<file path="src/rtl/loader_pkg.sv">
// Shared types and constants for the instruction loader: FSM state
// encoding, stream framing constants and a header-size helper.
package loader_pkg;

    typedef enum logic [2:0] {
        ST_IDLE  = 3'd0,
        ST_LEN   = 3'd1,
        ST_DATA  = 3'd2,
        ST_WRITE = 3'd3,
        ST_DONE  = 3'd4
    } state_t;

    // Stream bytes that make up one 32-bit instruction word.
    localparam int unsigned BYTES_PER_WORD = 4;

    // Number of bytes in the little-endian word-count header.
    function automatic int unsigned hdr_bytes(input int unsigned len_w);
        return len_w / 8;
    endfunction

endpackage

</file>
<file path="src/rtl/byte_packer.sv">
// Packs a little-endian byte stream into 32-bit words. The newest byte
// always enters at the top, so after four shifts byte 0 sits in [7:0].
// o_word is the word as it will look once the byte on i_byte is taken,
// so the FSM can latch a complete word on the same edge as the 4th byte.
module byte_packer
    import loader_pkg::*;
(
    input  logic        i_clk,
    input  logic        i_rst_n,
    input  logic        i_clear,
    input  logic        i_shift,
    input  logic [7:0]  i_byte,
    output logic [31:0] o_word,
    output logic        o_word_full
);

    logic [23:0] r_shift;
    logic [1:0]  r_cnt;

    assign o_word      = {i_byte, r_shift};
    assign o_word_full = i_shift && (r_cnt == 2'(BYTES_PER_WORD - 1));

    // Byte shift register and position counter; cleared between words.
    always_ff @(posedge i_clk or negedge i_rst_n) begin
        if (!i_rst_n) begin
            r_shift <= 24'd0;
            r_cnt   <= 2'd0;
        end else if (i_clear) begin
            r_shift <= 24'd0;
            r_cnt   <= 2'd0;
        end else if (i_shift) begin
            r_shift <= o_word[31:8];
            r_cnt   <= r_cnt + 2'd1;
        end
    end

endmodule

</file>
<file path="src/rtl/instruction_loader.sv">
// Loads a program image into the instruction BRAM write port from a
// valid/ready byte stream: a little-endian word-count header followed by
// that many little-endian 32-bit words. Holds the CPU while loading.
module instruction_loader
    import loader_pkg::*;
#(
    parameter int ADDR_W = 14,
    parameter int LEN_W  = 16
) (
    input  logic              i_clk,
    input  logic              i_rst_n,
    input  logic              i_start,
    input  logic              i_byte_valid,
    input  logic [7:0]        i_byte_data,
    output logic              o_byte_ready,
    output logic [ADDR_W-1:0] o_bram_addr,
    output logic [31:0]       o_bram_din,
    output logic              o_bram_we,
    output logic              o_busy,
    output logic              o_done,
    output logic              o_error,
    output logic              o_cpu_hold
);

    localparam int HDR_BYTES = int'(hdr_bytes(LEN_W));
    localparam int HDR_CNT_W = (HDR_BYTES > 1) ? $clog2(HDR_BYTES) : 1;
    // Wide enough to hold both the header value and the memory depth,
    // so that a header equal to the depth is neither truncated nor wrapped.
    localparam int CMP_W     = ((LEN_W > ADDR_W) ? LEN_W : ADDR_W) + 1;
    localparam logic [CMP_W-1:0] DEPTH = CMP_W'(1) << ADDR_W;

    state_t                r_state;
    logic [HDR_CNT_W-1:0]  r_hdr_cnt;
    logic [LEN_W-9:0]      r_len_lo;
    logic [CMP_W-1:0]      r_last;
    logic [ADDR_W-1:0]     r_index;
    logic                  r_byte_ready;
    logic [ADDR_W-1:0]     r_bram_addr;
    logic [31:0]           r_bram_din;
    logic                  r_bram_we;
    logic                  r_busy;
    logic                  r_done;
    logic                  r_error;

    logic                  w_accept;
    logic                  w_pack_clear;
    logic                  w_pack_shift;
    logic [31:0]           w_word;
    logic                  w_word_full;
    logic [LEN_W-1:0]      w_len_next;
    logic [CMP_W-1:0]      w_len_cmp;
    logic                  w_arm;

    assign w_accept     = i_byte_valid && r_byte_ready;
    assign w_arm        = i_start && ((r_state == ST_IDLE) || (r_state == ST_DONE));
    assign w_pack_clear = w_arm || (r_state == ST_WRITE);
    assign w_pack_shift = w_accept && (r_state == ST_DATA);
    // Header arrives LSB first: each new byte enters at the top.
    assign w_len_next   = {i_byte_data, r_len_lo};
    assign w_len_cmp    = CMP_W'(w_len_next);

    byte_packer u_packer (
        .i_clk       (i_clk),
        .i_rst_n     (i_rst_n),
        .i_clear     (w_pack_clear),
        .i_shift     (w_pack_shift),
        .i_byte      (i_byte_data),
        .o_word      (w_word),
        .o_word_full (w_word_full)
    );

    // Load sequencer with all outputs registered alongside the state.
    always_ff @(posedge i_clk or negedge i_rst_n) begin
        if (!i_rst_n) begin
            r_state      <= ST_IDLE;
            r_hdr_cnt    <= '0;
            r_len_lo     <= '0;
            r_last       <= '0;
            r_index      <= '0;
            r_byte_ready <= 1'b0;
            r_bram_addr  <= '0;
            r_bram_din   <= 32'd0;
            r_bram_we    <= 1'b0;
            r_busy       <= 1'b0;
            r_done       <= 1'b0;
            r_error      <= 1'b0;
        end else begin
            case (r_state)
                ST_IDLE, ST_DONE: begin
                    if (i_start) begin
                        r_state      <= ST_LEN;
                        r_hdr_cnt    <= '0;
                        r_byte_ready <= 1'b1;
                        r_busy       <= 1'b1;
                        r_done       <= 1'b0;
                        r_error      <= 1'b0;
                    end
                end
                ST_LEN: begin
                    if (w_accept) begin
                        r_len_lo <= w_len_next[LEN_W-1:8];
                        if (r_hdr_cnt == HDR_CNT_W'(HDR_BYTES - 1)) begin
                            if (w_len_cmp == CMP_W'(0)) begin
                                r_state      <= ST_DONE;
                                r_byte_ready <= 1'b0;
                                r_busy       <= 1'b0;
                                r_done       <= 1'b1;
                                r_error      <= 1'b0;
                            end else if (w_len_cmp > DEPTH) begin
                                r_state      <= ST_DONE;
                                r_byte_ready <= 1'b0;
                                r_busy       <= 1'b0;
                                r_done       <= 1'b1;
                                r_error      <= 1'b1;
                            end else begin
                                r_state <= ST_DATA;
                                r_index <= '0;
                                r_last  <= w_len_cmp - CMP_W'(1);
                            end
                        end else begin
                            r_hdr_cnt <= r_hdr_cnt + HDR_CNT_W'(1);
                        end
                    end
                end
                ST_DATA: begin
                    if (w_word_full) begin
                        r_state      <= ST_WRITE;
                        r_byte_ready <= 1'b0;
                        r_bram_we    <= 1'b1;
                        r_bram_addr  <= r_index;
                        r_bram_din   <= w_word;
                    end
                end
                ST_WRITE: begin
                    r_bram_we <= 1'b0;
                    if (CMP_W'(r_index) == r_last) begin
                        r_state <= ST_DONE;
                        r_busy  <= 1'b0;
                        r_done  <= 1'b1;
                    end else begin
                        r_state      <= ST_DATA;
                        r_index      <= r_index + ADDR_W'(1);
                        r_byte_ready <= 1'b1;
                    end
                end
                default: begin
                    r_state      <= ST_IDLE;
                    r_byte_ready <= 1'b0;
                    r_bram_we    <= 1'b0;
                    r_busy       <= 1'b0;
                    r_done       <= 1'b0;
                    r_error      <= 1'b0;
                end
            endcase
        end
    end

    assign o_byte_ready = r_byte_ready;
    assign o_bram_addr  = r_bram_addr;
    assign o_bram_din   = r_bram_din;
    assign o_bram_we    = r_bram_we;
    assign o_busy       = r_busy;
    assign o_done       = r_done;
    assign o_error      = r_error;
    assign o_cpu_hold   = r_busy;

endmodule

</file>
<file path="config.mk">
export PLATFORM = sky130hd
export DESIGN_NAME = instruction_loader
export DESIGN_NICKNAME = d
export VERILOG_FILES = /design/src/rtl/loader_pkg.sv /design/src/rtl/byte_packer.sv /design/src/rtl/instruction_loader.sv
export SDC_FILE = /design/constraint.sdc
export NUM_CORES = 1
export LEC_CHECK = 0
export ABC_CLOCK_PERIOD_IN_PS = 6200
export BUFFER_PORTS_ARGS = -buffer_cell sky130_fd_sc_hd__clkbuf_2
export CORE_MARGIN = 5
export CORE_UTILIZATION = 55
export DETAILED_ROUTE_END_ITERATION = 12
export GPL_TIMING_DRIVEN = 1
export HOLD_SLACK_MARGIN = 0.03
export PLACE_DENSITY = 0.76
export SLEW_MARGIN = 20
export SYNTH_ARGS = -nofsm -noshare
export SYNTH_HDL_FRONTEND = slang
export SYNTH_HIERARCHICAL = 1
export SYNTH_SLANG_ARGS = --single-unit
</file>
<file path="constraint.sdc">
create_clock -name i_clk -period 6.2 [get_ports i_clk]
set_input_delay 0.31 -clock i_clk [delete_from_list [all_inputs] [get_ports i_clk]]
set_output_delay 0.31 -clock i_clk [all_outputs]
set_load 0.02 [all_outputs]
</file>
==> results of run 1 <==
-- metrics by stage --
stage,utilization [%],setup slack [ps],power (mW),instances
2_1_floorplan,-,3080,0.809,479
3_3_place_gp,59.0,2530,0.832,650
3_5_place_dp,59.0,2340,0.833,650
4_1_cts,65.2,2300,1.86,683
5_1_grt,65.3,2390,1.91,683
6_report,65.3,2570,1.85,683
-- power breakdown --
group / total, mW / leakage (nW) / internal (mW) / switching, mW
Combinational: 0.0357 / 1.38 / 0.00812 / 0.0276
Sequential: 0.784 / 1.57 / 0.784 / 0
Clock: 1.03 / 0.294 / 0.665 / 0.363
-- synthesized netlist by cell type, types with 7 or more instances --
cell type / count / area [um^2]
nand2b_1: 8 / 50.1
and3_1: 7 / 43.8
xor2_1: 21 / 184
dfrtp_1: 120 / 3000
nand2_1: 22 / 82.6
clkbuf_1: 12 / 45.0
nor3_1: 11 / 55.1
mux2_2: 58 / 653
inv_1: 9 / 33.8
a21oi_1: 7 / 35.0
a31oi_1: 18 / 113
mux2i_1: 30 / 300
buf_4: 9 / 67.6
mux2_4: 8 / 120
o21ai_0: 11 / 55.1
nor2_1: 37 / 139
-- path summary, 6_finish.rpt --
path                                             start                          to  slack, ps  cells past startpoint
worst max register to register  r_state[1]$_DFFE_PN0P_   o_bram_din[3]$_DFFE_PN0P_       2570                      7
worst min register to register  r_last[14]$_DFFE_PN0P_      r_last[14]$_DFFE_PN0P_        500                      1
worst min-delay path                    i_byte_data[7]     r_len_lo[7]$_DFFE_PN0P_        140                      2
max in group asynchronous                      i_rst_n  o_bram_addr[4]$_DFFE_PN0P_       4830                      3
worst max-delay path            r_state[1]$_DFFE_PN0P_   o_bram_din[3]$_DFFE_PN0P_       2570                      7
min in group asynchronous                      i_rst_n   o_bram_din[2]$_DFFE_PN0P_        280                      2
-- worst register-to-register path, cell delays in order, from the launching register on --
cell and delay, ps:
dfrtp_1 720, nor4b_2 310, buf_4 440, and2_1 330, nand2_1 130, nor3_4 650, buf_4 530, mux2_2 410
-- registers in the layout (all words and copies together), names as in the netlist, 2 cells and up --
| name | cells |
|---|---|
| o_bram_addr | 14 |
| o_bram_din | 32 |
| r_last | 17 |
| r_index | 14 |
| r_state | 3 |
| r_len_lo | 8 |
| u_packer/r_cnt | 2 |
| u_packer/r_shift | 24 |
-- cell families after synthesis --
group / after synthesis / share of synthesized area, %
AND/OR/NAND/NOR: 135 / 13.4
flip-flops: 120 / 52.2
multiplexers: 96 / 18.6
AO/OA/AOI/OAI: 57 / 6.63
buffers and inverters: 42 / 4.56
XOR/XNOR: 26 / 3.96
adder cells (fa/ha/maj): 3 / 0.652
-- cell type report --
class / instances / area, um^2
repair buffers: 69 / 369
fillers: 797 / 3570
multi-input cells: 317 / 2510
well taps: 136 / 170
flip-flops and latches: 120 / 3000
inverters: 9 / 33.8
clock buffers: 18 / 428
clock inverters: 14 / 199
-- layer usage --
| metal | vias up | routed length, um | track usage (%) | share of wire (%) |
|---|---|---|---|---|
| li1 | 1825 | - | - | - |
| met1 | 1961 | 5520 | 27.3 | 45 |
| met2 | 136 | 5840 | 32.2 | 48 |
| met3 | 26 | 629 | 5.88 | 5.1 |
| met4 | 0 | 278 | 8.25 | 2.3 |
| met5 | - | 0 | 0 | 0 |
-- repair_timing --
action	4_1_cts	5_1_grt
resized for setup	0	0
buffers inserted	0	0
endpoints found under the hold margin	34	0
hold buffers	1	0
==> flow_summary.json, run 1 <==
{
  "hpwl_mm": 8.16,
  "grt_usage_pct": 20.6,
  "antenna_found_initial": 0,
  "cts.sinks": 120,
  "relSlewSlack_pct": 38.4,
  "final_common_cell": "dfrtp_1",
  "drc": 0,
  "antenna_cells": 0,
  "num_rows": 37,
  "drt_wl_total_mm": 12.3,
  "min_period_over_period_pct": 58.6,
  "synth_seq_cells": 120,
  "gp_congestion": 0.849,
  "power_density_nw_per_um2": 275,
  "crit_chain": "nor4b_2, buf_4, and2_1, nand2_1, nor3_4, buf_4, mux2_2",
  "async_reset_ff_share_pct": 100,
  "critical_path_class": "reg2reg",
  "cpPeakStageDelay_ps": 720,
  "tns_ps": 0,
  "synth_area_per_cell_um2": 12.0,
  "worstPathRequired_ps": 6600,
  "clk_pin_slew_ps": 60,
  "ir_drop_v": 0.000221,
  "num_io_pins": 64,
  "ys_types": 56,
  "slew_violations": 0,
  "vias": 3948,
  "status": "finished, final reports clean",
  "rsz0062_at_grt": "no",
  "final_cell_mix": "120 x dfrtp_1, 62 x clkbuf_2, 58 x mux2_2",
  "cts_buffers": 17,
  "worst_pin_slew_ps": 921,
  "path_max_fanout": 32,
  "grt_pass1_vias": 4071,
  "path_common_cell": "buf_4",
  "grt_max_degree": 87,
  "firstDrtPassIters": 4,
  "timing.critical_path.buf_inv": 2,
  "arrival_ps": 4030,
  "syn_inst": 479,
  "ys_warn_count": 6,
  "die_y_um": 112,
  "setup_viol": 0,
  "die-area_um2": 12600,
  "fin_nets": 549,
  "die_w_um": 112,
  "finalHoldViolCount": 0,
  "grt_remaining_overflow": 0,
  "cp-end-kind": "flop",
  "drv_cap": 0,
  "clk_latency_ps": 520,
  "initial_core_util_pct": 56.0,
  "syn_nets": 494,
  "leakage_nw": 3.24,
  "core_area_um2": 10300,
  "ys.flop_type": "dfrtp_1",
  "syn_to_final_growth_pct": 16.6,
  "seq_area_frac_synth_pct": 52.2,
  "path_delay_family": "simple AND/OR/NAND/NOR gates",
  "htree_num_levels": 4,
  "synth_edf_count": 0,
  "grt_first_pass_wirelength_mm": 20.8,
  "drt_iter0_drc": 269,
  "holdWs_ps": 137,
  "antenna_left": 0,
  "syn_area_um2": 5760,
  "critical-path-slowest-cell": "dfrtp_1",
  "place_area_um2": 6060,
  "wire_per_inst_um": 18.0,
  "root_buffer": "clkbuf_8",
  "fmax_ghz": 0.275,
  "final_design_area_no_fill_um2": 6710,
  "min_path_type": "in2reg",
  "io_buffers": 63,
  "drive_gt1_share_pct": 34.6,
  "timing.final.crit_period_ps": 3630,
  "avgViaCountPerCell": 5.78,
  "cts_buffer_depth": 2,
  "startpoint_type": "flop",
  "tritoncts": "yes",
  "clock_skew_ps": 8.32
}
Power figures use the tool's default switching activity.
==> run 2: changes to the inputs <==
--- a/config.mk
+++ b/config.mk
@@ -5,7 +5,7 @@
 export SDC_FILE = /design/constraint.sdc
 export NUM_CORES = 1
 export LEC_CHECK = 0
-export ABC_CLOCK_PERIOD_IN_PS = 6200
+export ABC_CLOCK_PERIOD_IN_PS = 3600
 export BUFFER_PORTS_ARGS = -buffer_cell sky130_fd_sc_hd__clkbuf_2
 export CORE_MARGIN = 5
 export CORE_UTILIZATION = 55
==> constraint.sdc (replaced) <==
create_clock -name i_clk -period 3.6 [get_ports i_clk]
set_input_delay 0.18 -clock i_clk [delete_from_list [all_inputs] [get_ports i_clk]]
set_output_delay 0.18 -clock i_clk [all_outputs]
set_load 0.02 [all_outputs]
==> flow_summary.json, run 2 (synthesis results as in run 1) <==
{
  "grt_remaining_overflow": 0,
  "worstPathRequired_ps": 4000,
  "reg2regPathDepth": 6,
  "final_common_cell": "dfrtp_1",
  "worst_pin_slew_ps": 978,
  "slew_violations": 0,
  "final_design_area_no_fill_um2": 6690,
  "htree_num_levels": 4,
  "power_density_nw_per_um2": 451,
  "die_w_um": 112,
  "firstDrtPassIters": 4,
  "cts_resized": 0,
  "dpl.cell_count": 652,
  "min_to": "o_bram_din[28]$_DFFE_PN0P_",
  "die_y_um": 112,
  "fin_cells": 688,
  "vias": 3954,
  "clk_latency_ps": 510,
  "io_buffers": 63,
  "status": "finished, final reports clean",
  "worst-r2r-setup-slack_ps": 970,
  "post_cts_buffers": 0,
  "leakage_nw": 3.24,
  "cts_buffer_depth": 2,
  "grt_first_pass_wirelength_mm": 20.8,
  "place_area_um2": 6080,
  "drc": 0,
  "antenna_left": 0,
  "antenna_cells": 0,
  "hp-start": "i_byte_data[4]",
  "drv_cap": 0,
  "hold_depth": 2,
  "min_period_over_period_pct": 73.0,
  "avgViaCountPerCell": 5.75,
  "setup_viol": 0,
  "drt_wl_total_mm": 11.9,
  "timing.rr.end": "o_bram_din[30]$_DFFE_PN0P_",
  "cpPeakStageDelay_ps": 750,
  "arrival_ps": 3020,
  "ir_drop_v": 0.000356,
  "regToRegStartpoint": "r_state[1]$_DFFE_PN0P_",
  "crit_chain": "nor4b_2, and2_1, nand2_1, nor3_2, buf_4, mux2_2",
  "syn_to_final_growth_pct": 16.2,
  "final_cell_mix": "120 x dfrtp_1, 62 x clkbuf_2, 58 x mux2_2",
  "num_rows": 37,
  "critical-path-slowest-cell": "dfrtp_1",
  "hpwl_mm": 8.25,
  "cts_buffers": 17,
  "grt_max_degree": 57,
  "largest_reg_flops": 32,
  "rsz0062_at_grt": "no",
  "gp_congestion": 0.896,
  "clock_skew_ps": 6.09,
  "finalHoldViolCount": 0,
  "path_max_fanout": 32,
  "min_path_type": "in2reg",
  "grt_pass1_vias": 4154,
  "num_io_pins": 64,
  "startpoint_type": "flop",
  "initial_core_util_pct": 56.0,
  "grt_usage_pct": 20.4,
  "fmax_ghz": 0.381,
  "drive_gt1_share_pct": 34.6,
  "cts.sinks": 120,
  "antenna_found_initial": 0,
  "timing.final.crit_period_ps": 2630,
  "clk_pin_slew_ps": 60,
  "die-area_um2": 12600,
  "fin_nets": 554,
  "drt_iter0_drc": 165,
  "root_buffer": "clkbuf_8",
  "critical_path_class": "reg2reg",
  "cp-end-kind": "flop",
  "core_area_um2": 10300,
  "ctsHoldBuffers": 4,
  "wire_per_inst_um": 17.4,
  "tritoncts": "yes",
  "tns_ps": 0,
  "relSlewSlack_pct": 34.6
}
## run 2: final cells by class
type,count,area (um^2)
Clock inverter,15,155
Tap cell,136,170
Timing Repair Buffer,74,410
Inverter,9,33.8
Sequential cell,120,3000
Multi-Input combinational cell,317,2500
Clock buffer,17,414
Fill cell,807,3590
## run 2: critical path, delay by kind of cell (launching register included)
kind	cells	cell delay [ps]
buf+inv	1	410
flops	1	750
mux	1	400
simple gates	4	930
## run 2: layer usage
metal	vias to the layer above	share of wire, %	global-route usage, %
li1	1835	-	-
met1	1974	45	27.1
met2	122	48	31.9
met3	23	5.5	4.53
met4	0	1.8	10.0
met5	-	0	0
## run 2: worst max path at each step
stage / from / endpoint / slack [ps] / cells after the start
after detailed placement: r_state[1]$_DFFE_PN0P_ / o_bram_din[30]$_DFFE_PN0P_ / 1060 / 6
after global routing: r_state[1]$_DFFE_PN0P_ / o_bram_din[30]$_DFFE_PN0P_ / 770 / 6
after CTS: r_state[1]$_DFFE_PN0P_ / o_bram_din[19]$_DFFE_PN0P_ / 1030 / 6
final: r_state[1]$_DFFE_PN0P_ / o_bram_din[30]$_DFFE_PN0P_ / 970 / 6
after global placement: r_state[1]$_DFFE_PN0P_ / o_bram_din[23]$_DFFE_PN0P_ / 1170 / 6
after floorplan: r_state[1]$_DFFE_PN0P_ / o_bram_addr[0]$_DFFE_PN0P_ / 480 / 11
## run 2: through the flow
step | util (%) | setup slack, ps | hold WS (ps) | power [mW]
6_report | 65.1 | 973 | 52.8 | 3.01
5_1_grt | 65.1 | 768 | 45.8 | 3.12
4_1_cts | 65.1 | 1030 | 30.5 | 3.04
3_5_place_dp | 59.2 | 1060 | 283 | 1.44
3_3_place_gp | 59.2 | 1170 | 279 | 1.43
2_1_floorplan | - | 476 | -116 | 1.39
## run 2: report_power, final
| group | leakage, nW | internal [mW] | switching, mW |
|---|---|---|---|
| logic | 1.40 | 0.0164 | 0.0486 |
| registers | 1.57 | 1.35 | 0 |
| clock network | 0.274 | 0.984 | 0.616 |
| total | 3.24 | 2.35 | 0.664 |
==> run 3: changes to the inputs <==
--- a/config.mk
+++ b/config.mk
@@ -5,7 +5,7 @@
 export SDC_FILE = /design/constraint.sdc
 export NUM_CORES = 1
 export LEC_CHECK = 0
-export ABC_CLOCK_PERIOD_IN_PS = 3600
+export ABC_CLOCK_PERIOD_IN_PS = 2600
 export BUFFER_PORTS_ARGS = -buffer_cell sky130_fd_sc_hd__clkbuf_2
 export CORE_MARGIN = 5
 export CORE_UTILIZATION = 55
==> constraint.sdc (replaced) <==
create_clock -name i_clk -period 2.6 [get_ports i_clk]
set_input_delay 0.13 -clock i_clk [delete_from_list [all_inputs] [get_ports i_clk]]
set_output_delay 0.13 -clock i_clk [all_outputs]
set_load 0.02 [all_outputs]
==> flow_summary.json, run 3 (synthesis results as in run 1) <==
{
  "cts_buffer_depth": 2,
  "path_max_fanout": 17,
  "clock_skew_ps": 8.59,
  "rsz0062_at_grt": "no",
  "arrival_ps": 2680,
  "seq_area_um2": 3000,
  "grt_usage_pct": 20.6,
  "switchingPower_mw": 0.923,
  "ir_drop_v": 0.000417,
  "root_buffer": "clkbuf_8",
  "die_y_um": 112,
  "drt_wl_total_mm": 12.2,
  "power.share.sequential_pct": 44.1,
  "min_path_type": "in2reg",
  "num_io_pins": 64,
  "gp_congestion": 0.882,
  "antenna_found_initial": 0,
  "antenna_cells": 0,
  "hpwl_mm": 8.26,
  "drt_iter0_drc": 200,
  "grt_max_degree": 76,
  "power_density_nw_per_um2": 620,
  "relSlewSlack_pct": 52.1,
  "final_cell_mix": "120 x dfrtp_1, 62 x clkbuf_2, 58 x mux2_2",
  "worstPathRequired_ps": 3000,
  "clkPwrFrac_pct": 53.6,
  "timing.final.crit_period_ps": 2290,
  "avgViaCountPerCell": 5.67,
  "num_rows": 37,
  "multiInputGateArea_um2": 2520,
  "vias": 3960,
  "fmax_ghz": 0.437,
  "post_cts_buffers": 0,
  "cp-end-kind": "flop",
  "finalHoldViolCount": 0,
  "tritoncts": "yes",
  "slew_violations": 0,
  "final_common_cell": "dfrtp_1",
  "htree_num_levels": 4,
  "grt_remaining_overflow": 0,
  "firstDrtPassIters": 4,
  "fillers": 768,
  "antenna_left": 0,
  "drive_gt1_share_pct": 35.1,
  "clk_pin_slew_ps": 50,
  "leakage_nw": 3.29,
  "syn_to_final_growth_pct": 18.7,
  "clk_latency_ps": 520,
  "cts_buffers": 17,
  "largest_reg_flops": 32,
  "drv_cap": 0,
  "combPwrFrac_pct": 2.3,
  "drc": 0,
  "status": "finished, final reports clean",
  "power_mw": 4.24,
  "worst_pin_slew_ps": 714,
  "die-area_um2": 12600,
  "io_buffers": 63,
  "cts.sinks": 120,
  "setup_viol": 0,
  "grt_first_pass_wirelength_mm": 20.8,
  "wire_per_inst_um": 17.5,
  "holdWs_ps": 79.4,
  "startpoint_type": "flop",
  "die_w_um": 112,
  "initial_core_util_pct": 56.0,
  "core_area_um2": 10300,
  "critical_path_class": "reg2reg",
  "fin_nets": 564,
  "grt_pass1_vias": 4102,
  "swShare_pct": 21.8,
  "min_period_over_period_pct": 88.0,
  "internal_power_mw": 3.32
}
[run 3: layout make-up]
type	count	area share, %
clock buffer	19	6.46
clock inverter	13	2.16
inverter	9	0.494
multi-input combinational	317	36.8
sequential	120	43.9
tap	136	2.49
timing repair buffer	84	7.65
[run 3: worst max-delay path, cell delays in order (launching register included)]
cell and delay (ps):
dfrtp_1 390, inv_1 100, ha_1 200, nor3b_2 260, and4_2 320, a21o_4 160
and3_4 360, mux2_2 370
[run 3: power groups by stage]
stage,clock (mW),sequential (mW),combinational (mW)
final,2.27,1.87,0.0974
after global routing,2.40,1.87,0.112
after CTS,2.31,1.87,0.100
after detailed placement,0,1.90,0.0887
after global placement,0,1.90,0.0860
after floorplan,0,1.90,0.0265
[run 3: path summary, 6_finish.rpt]
kind	from	end	slack, ps	depth (start not counted)
setup / recovery	r_len_lo[0]$_DFFE_PN0P_	r_last[13]$_DFFE_PN0P_	310	7
hold / removal	i_byte_data[2]	u_packer/r_shift[18]$_DFFE_PN0P_	80	3
setup reg to reg	r_len_lo[0]$_DFFE_PN0P_	r_last[13]$_DFFE_PN0P_	310	7
hold reg to reg	r_last[16]$_DFFE_PN0P_	r_last[16]$_DFFE_PN0P_	500	1
max in group asynchronous	i_rst_n	r_len_lo[1]$_DFFE_PN0P_	1620	3
min in group asynchronous	i_rst_n	o_bram_din[2]$_DFFE_PN0P_	170	2
[run 3: timing repair]
action / 4_1_cts / 5_1_grt
hold buffers: 9 / 0
endpoints found under the setup margin: 0 / 6
gates resized for setup: 0 / 1
endpoints found under the hold margin: 63 / 0
[run 3: metrics by stage]
stage / cell area, um^2 / utilization, % / TNS [ps] / cells / setup slack [ps]
floorplan: 5770 / - / -71.0 / 479 / -3.55
global placement: 6150 / 59.8 / 0 / 657 / 264
detailed placement: 6150 / 59.8 / 0 / 657 / 201
CTS: 6830 / 66.5 / 0 / 698 / 174
global route: 6840 / 66.5 / 0 / 698 / 162
finish: 6840 / 66.5 / 0 / 698 / 313
[run 3: per-layer routing]
metal	routed length, um	track usage, %	up-vias
li1	-	-	1847
met1	5580	27.6	1965
met2	5860	33.0	130
met3	610	4.74	18
met4	195	7.45	0
met5	0	0	-
